$ cat src/rtl/jtag_pkg.sv
// Shared JTAG definitions: TAP state codes, standard opcodes and the default IDCODE.
// The TAP state controller also uses these definitions.
package jtag_pkg;

   typedef enum logic [3:0] {
      TEST_LOGIC_RESET = 4'd0,
      RUN_TEST_IDLE    = 4'd1,
      SELECT_DR        = 4'd2,
      CAPTURE_DR       = 4'd3,
      SHIFT_DR         = 4'd4,
      EXIT1_DR         = 4'd5,
      PAUSE_DR         = 4'd6,
      EXIT2_DR         = 4'd7,
      UPDATE_DR        = 4'd8,
      SELECT_IR        = 4'd9,
      CAPTURE_IR       = 4'd10,
      SHIFT_IR         = 4'd11,
      EXIT1_IR         = 4'd12,
      PAUSE_IR         = 4'd13,
      EXIT2_IR         = 4'd14,
      UPDATE_IR        = 4'd15
   } tap_state_e;

   typedef enum logic [1:0] {
      SEL_BYPASS,
      SEL_IDCODE,
      SEL_USER
   } dr_sel_e;

   localparam logic [3:0]  OP_IDCODE  = 4'b0001;
   localparam logic [3:0]  OP_USER    = 4'b0010;
   localparam logic [3:0]  OP_BYPASS  = 4'b1111;
   localparam logic [31:0] IDCODE_VAL = 32'h1BA0_0477;

endpackage

$ cat src/rtl/jtag_shift_reg.sv
// Capture/shift/update register: parallel capture, LSB-first serial shift,
// and a parallel hold register loaded from the shift stage on update.
module jtag_shift_reg #(
   parameter int unsigned  W       = 4,
   parameter logic [W-1:0] PAR_RST = '0
) (
   input  logic         TCK,
   input  logic         TRST,
   input  logic         clear,
   input  logic         capture,
   input  logic         shift,
   input  logic         update,
   input  logic [W-1:0] cap_val,
   input  logic         tdi,
   output logic         so,
   output logic [W-1:0] par
);

   logic [W-1:0] sr;
   logic [W-1:0] sr_nxt;

   // Split so a 1-bit register needs no reversed slice.
   assign sr_nxt[W-1] = tdi;
   if (W > 1) begin : g_wide
      assign sr_nxt[W-2:0] = sr[W-1:1];
   end

   always_ff @(posedge TCK or posedge TRST) begin
      if (TRST) begin
         sr  <= '0;
         par <= PAR_RST;
      end else if (clear) begin
         sr  <= '0;
         par <= PAR_RST;
      end else begin
         if (capture) begin
            sr <= cap_val;
         end else if (shift) begin
            sr <= sr_nxt;
         end
         if (update) begin
            par <= sr;
         end
      end
   end

   assign so = sr[0];

endmodule

$ cat src/rtl/tap_scan_regs.sv
// TCK-domain IR / BYPASS / IDCODE / user DR block behind the TAP state controller.
// State updates occur on the TCK rising edge. TDO and tdo_en are registered on the falling edge.
module tap_scan_regs
   import jtag_pkg::*;
#(
   parameter int unsigned     IR_W       = 4,
   parameter int unsigned     DR_W       = 16,
   parameter logic [31:0]     IDCODE_VAL = jtag_pkg::IDCODE_VAL,
   parameter logic [IR_W-1:0] OP_IDCODE  = IR_W'(jtag_pkg::OP_IDCODE),
   parameter logic [IR_W-1:0] OP_USER    = IR_W'(jtag_pkg::OP_USER)
) (
   input  logic            TCK,
   input  logic            TRST,
   input  logic [3:0]      tap_state,
   input  logic            TDI,
   input  logic [DR_W-1:0] user_capture,
   output logic            TDO,
   output logic            tdo_en,
   output logic [IR_W-1:0] ir_out,
   output logic [DR_W-1:0] user_dr,
   output logic            user_upd
);

   tap_state_e st;
   dr_sel_e    sel;
   logic       ir_so;
   logic       user_so;
   logic       user_sel;
   logic [31:0] id_sr;
   logic       bypass_bit;
   logic       tdo_nxt;
   logic       en_nxt;

   assign st = tap_state_e'(tap_state);

   // Every opcode other than IDCODE and USER selects the 1-bit bypass path.
   always_comb begin
      sel = SEL_BYPASS;
      if (ir_out == OP_IDCODE) begin
         sel = SEL_IDCODE;
      end else if (ir_out == OP_USER) begin
         sel = SEL_USER;
      end
   end

   assign user_sel = (sel == SEL_USER);

   jtag_shift_reg #(
      .W       (IR_W),
      .PAR_RST (OP_IDCODE)
   ) u_ir (
      .TCK     (TCK),
      .TRST    (TRST),
      .clear   (st == TEST_LOGIC_RESET),
      .capture (st == CAPTURE_IR),
      .shift   (st == SHIFT_IR),
      .update  (st == UPDATE_IR),
      .cap_val ({{(IR_W-2){1'b0}}, 2'b01}),
      .tdi     (TDI),
      .so      (ir_so),
      .par     (ir_out)
   );

   jtag_shift_reg #(
      .W       (DR_W),
      .PAR_RST ('0)
   ) u_user (
      .TCK     (TCK),
      .TRST    (TRST),
      .clear   (1'b0),
      .capture ((st == CAPTURE_DR) && user_sel),
      .shift   ((st == SHIFT_DR) && user_sel),
      .update  ((st == UPDATE_DR) && user_sel),
      .cap_val (user_capture),
      .tdi     (TDI),
      .so      (user_so),
      .par     (user_dr)
   );

   always_ff @(posedge TCK or posedge TRST) begin
      if (TRST) begin
         id_sr      <= '0;
         bypass_bit <= 1'b0;
         user_upd   <= 1'b0;
      end else begin
         user_upd <= (st == UPDATE_DR) && user_sel;
         if (st == CAPTURE_DR) begin
            if (sel == SEL_IDCODE) begin
               id_sr <= IDCODE_VAL;
            end else if (sel == SEL_BYPASS) begin
               bypass_bit <= 1'b0;
            end
         end else if (st == SHIFT_DR) begin
            if (sel == SEL_IDCODE) begin
               id_sr <= {TDI, id_sr[31:1]};
            end else if (sel == SEL_BYPASS) begin
               bypass_bit <= TDI;
            end
         end
      end
   end

   always_comb begin
      tdo_nxt = 1'b0;
      en_nxt  = 1'b0;
      case (st)
         SHIFT_IR: begin
            en_nxt  = 1'b1;
            tdo_nxt = ir_so;
         end
         SHIFT_DR: begin
            en_nxt = 1'b1;
            case (sel)
               SEL_IDCODE: tdo_nxt = id_sr[0];
               SEL_USER:   tdo_nxt = user_so;
               default:    tdo_nxt = bypass_bit;
            endcase
         end
         default: ;
      endcase
   end

   always_ff @(negedge TCK or posedge TRST) begin
      if (TRST) begin
         TDO    <= 1'b0;
         tdo_en <= 1'b0;
      end else begin
         TDO    <= tdo_nxt;
         tdo_en <= en_nxt;
      end
   end

endmodule

$ cat config.mk
export PLATFORM = sky130hd
export DESIGN_NAME = tap_scan_regs
export DESIGN_NICKNAME = d
export VERILOG_FILES = /design/src/rtl/jtag_pkg.sv /design/src/rtl/jtag_shift_reg.sv /design/src/rtl/tap_scan_regs.sv
export SDC_FILE = /design/constraint.sdc
export NUM_CORES = 1
export LEC_CHECK = 0
export CORE_AREA = 2 2 97 99
export CTS_CLUSTER_DIAMETER = 100
export CTS_CLUSTER_SIZE = 12
export DETAILED_ROUTE_END_ITERATION = 7
export DIE_AREA = 0 0 99 101
export MAX_ROUTING_LAYER = met4
export PLACE_DENSITY = 0.71
export SLEW_MARGIN = 20
export SYNTH_ARGS = -nofsm -noshare
export SYNTH_HDL_FRONTEND = slang
export SYNTH_SLANG_ARGS = --single-unit
$ cat constraint.sdc
create_clock -name TCK -period 6.1 [get_ports TCK]
set_input_delay 1.22 -clock TCK [delete_from_list [all_inputs] [get_ports TCK]]
set_output_delay 1.22 -clock TCK [all_outputs]
set_load 0.005 [all_outputs]
Yosys cells after proc, flatten, opt, wreduce, memory -nomap -nowiden
Cells that the tools add are included.

cells by class
  eq/ne operators = 10
  multiplexer cells = 22
  bitwise logic cells = 1
  reduce and logical (&&, ||, !) cells = 12

operators by type and width
  kind                                           count
  2-to-1 mux 32 bit                              4
  2-to-1 mux 16 bit                              2
  2-to-1 mux 4 bit                               5
  == test 4 bit, second input constant           4
  == test 4 x 2 -> 1 bit, second input constant  2
  2-to-1 mux 1 bit                               7
  nonzero test 2 bit                             3
  == test 4 x 1 -> 1 bit, second input constant  1
  == test 4 x 3 -> 1 bit, second input constant  1
  zero test 4 bit                                1
  2-to-1 mux 2 bit                               2
  case mux 1 bit (2 select lines)                2
  logical AND 1 bit                              3
  AND reduction 3 bit                            1
  nonzero test 3 bit                             1
  == test 2 x 1 -> 1 bit, second input constant  1
  == test 2 bit, second input constant           1
  zero test 2 bit                                1
  AND reduction 2 bit                            1
  OR reduction 2 bit                             1
  NOT 1 bit                                      1

storage, ports and cells
  flip-flop bits (word level) = 76
  input port bits = 23
  output and inout port bits = 23
  logic and storage cells = 54

Depth between registers and ports, before layout
  depth after elaboration = 8
  depth in mapped cells = 7
  gate-level depth less buffers = 3

Cells and area by module
From an unflattened synthesis, not the netlist that was laid out.

unflattened totals
  cells, all modules = 308
  area total of the unflattened synthesis = 3585.9 µm²

by module, submodules not included
  module                   instances  cells an instance  area each (µm²)  sequential area each (µm²)
  tap_scan_regs            1          152                1671.6           900.9
  jtag_shift_reg (u_user)  1          123                1534.0           800.8
  jtag_shift_reg (u_ir)    1          33                 380.4            201.4

==> results.yml <==
cells_and_area:
  nNetsFinal: 343
  syn2layout_area_growth_pct: 21.7
  final.fill_count: 804
  stdcell_area_um2: 4260
  n_antenna_cell: 0
  drive_gt1_share_pct: 32.0
sta:
  setup_viol: 0
  rsz0062_at_grt: "false"
  final.setup.tns_ns: 0
  worstMarginPinSlew_ns: 0.936
  max_slew_margin_pct: 37.6
  hold_viol: 0
  finClkSkew_ns: 0.0183
  slew_viol_final: 0
logic_synthesis:
  yosysSeqAreaShare_pct: 54.4
  synth_most_common_cell: "dfrtp_1"
  yosys_warnings: 0
  synth_edf_count: 0
  ys_async_sr_fraction_pct: 100
  synthTopCellsByCount: "73 x dfrtp_1, 51 x mux2_2, 17 x inv_1, 17 x nand2_1, 12 x nor2_1"
  synthTopCellsByArea: "dfrtp_1 52%, mux2_2 16%, mux2_4 3.9%, mux2i_1 3.1%, o21ba_2 2.6%"
  synth_flop_cell: "dfrtp_1"
  ys_seq_elements: 76
  synth_top_area_cell: "dfrtp_1"
  synth.distinct_cells: 48
  synth_cells: 273
  synth_top_area_share_pct: 52.2
  synthesis.nets: 296
  synth_area_per_cell_um2: 12.8
  netlist_area_um2: 3500
cts:
  hold_buffers: 0
  clk_root_buffer_cell: "clkbuf_8"
  cts_tree: "built"
  cts.sinks: 76
  clockBufferDepth: 2
  clk_latency_ns: 0.35
  cts_resized: 0
  post-cts-setup-buffer-count: 0
  cts-buffers-inserted: 9
  path_clk_slew_ns: 0.07
  ctsHtreeMaxLevel: 3
routing:
  drc: 0
  avgRoutedWirePerCell_um: 15.1
  detail-route-antenna-nets: 0
  vias: 2236
  viasPerCell: 5.13
  dr.first_iter.drc_count: 125
  routed_wl_mm: 6.60
  firstDrtPassIters: 3
floorplan:
  die_x_um: 99
  die-area_um2: 10000
  ios: 46
  rows: 35
  coreArea_um2: 8980
  initial_core_util_pct: 39.0
  die_y_um: 101
global_route:
  grt_pass1_wl_mm: 11.3
  grt_pass1_vias: 2299
  grt_overflow: 0
  grt_usage_pct: 14.8
  grt_max_degree: 75
  antenna_found_initial: 0
power_and_ir_drop:
  irDropWorstVdd_mv: 0.118
  p_per_area_nw_per_um2: 300
  leakage_uw: 0.00196
critical_path:
  cp-end-kind: "primary output"
  start_kind: "flop"
  crit_fanout: 1
  crit_chain: "clkdlybuf4s50_1"
  critPathKind: "reg2out"
  reg2reg_setup_slack_ns: 1.71
  crit_required_ns: 4.88
  cpPeakStageDelay_ns: 0.53
  crit_family: "buffers and inverters"
  cp.arrival_ns: 4.30
  slowest_stage: "clkdlybuf4s50_1"
  path_buf_inv: 1
run_status:
  status: "finished clean"
placed_design:
  dpl.hpwl_mm: 4.29
  portBuffers: 45
  gp_congestion: 0.776
  place_area_um2: 4070
min_path:
  hold_class: "reg2reg"
job:
  maxCapViolations: 0
==> worst register-to-register path: stages, from the launching register on <==
cell	delay [ns]
dfstp_2	0.60
xor2_1	0.19
a211oi_1	0.10
a211o_1	0.28
==> cell usage in the layout, fill, tap and decap left out, types with 2 or more instances in the layout <==
cell / netlist / final
dfrtn_1: 2 / 2
mux2_4: 9 / 9
a22o_1: 6 / 6
nand2_1: 17 / 17
inv_1: 17 / 16
clkbuf_8: 0 / 9
mux2i_1: 11 / 11
nor2_1: 12 / 12
nand2b_1: 2 / 2
nand3b_1: 2 / 2
o21ba_2: 9 / 9
a21oi_1: 4 / 4
mux2_2: 51 / 51
clkdlybuf4s50_1: 0 / 45
clkinv_2: 0 / 2
nor4_1: 9 / 9
o22ai_1: 3 / 3
dfrtp_1: 73 / 73
clkinvlp_4: 0 / 2
buf_4: 3 / 10
or4b_2: 2 / 2
==> logic make-up after synthesis <==
| family | synth area share (%) |
|---|---|
| compound gates | 7.69 |
| flops | 54.4 |
| xor+xnor | 0.501 |
| buf+inv | 4.97 |
| simple gates | 8.69 |
| mux | 23.7 |
==> report_power, final <==
part | internal (uW) | switching [uW]
Sequential | 614 | 56.6
Combinational | 126 | 98.5
Clock | 189 | 192
==> state kept, by name, summed over array words and instances, names as in the netlist <==
register	count
tdo_en	1
u_ir.sr	4
user_upd	1
bypass_bit	1
u_ir.par	4
u_user.par	16
TDO	1
id_sr	32
u_user.sr	16
==> per-stage QoR <==
stage	utilization [%]	setup slack, ns	instances	power (uW)	hold WS [ns]
after floorplan	-	0.00699	273	840	0.458
after global placement	45.3	0.258	420	895	0.470
after detailed placement	45.3	0.243	420	908	0.480
after CTS	47.4	0.544	436	1290	0.498
after global routing	47.4	0.503	436	1350	0.525
final	47.4	0.575	436	1280	0.494
==> worst paths after layout <==
| kind | end | startpoint | cells past startpoint |
|---|---|---|---|
| min in group asynchronous | id_sr[3]$_DFFE_PP0P_ | TRST | 3 |
| worst min-delay path | id_sr[21]$_DFFE_PP0P_ | id_sr[21]$_DFFE_PP0P_ | 1 |
| worst max register to register | TDO$_DFF_NP0_ | u_ir.par[0]$_DFFE_PP1P_ | 3 |
| worst max-delay path | TDO | TDO$_DFF_NP0_ | 1 |
| max in group asynchronous | tdo_en$_DFF_NP0_ | TRST | 2 |
| worst min register to register | id_sr[21]$_DFFE_PP0P_ | id_sr[21]$_DFFE_PP0P_ | 1 |
==> routing by layer <==
metal | routed length (um) | up-vias | global-route usage [%] | part of all wire [%]
li1 | - | 1059 | - | -
met1 | 3150 | 1136 | 18.4 | 48
met2 | 3150 | 29 | 23.2 | 48
met3 | 187 | 12 | 3.74 | 2.8
met4 | 116 | 0 | 6.01 | 1.8
met5 | 0 | - | - | 0
==> area by class of cell <==
cell class / count / area (um2) / area share, %
Clock buffer: 10 / 128 / 3.00
Clock inverter: 6 / 63.8 / 1.50
Inverter: 17 / 63.8 / 1.50
Multi-Input combinational cell: 161 / 1440 / 33.7
Sequential cell: 76 / 1900 / 44.7
Tap cell: 111 / 139 / 3.26
Timing Repair Buffer: 55 / 526 / 12.3
Power figures use the tool's default switching activity.
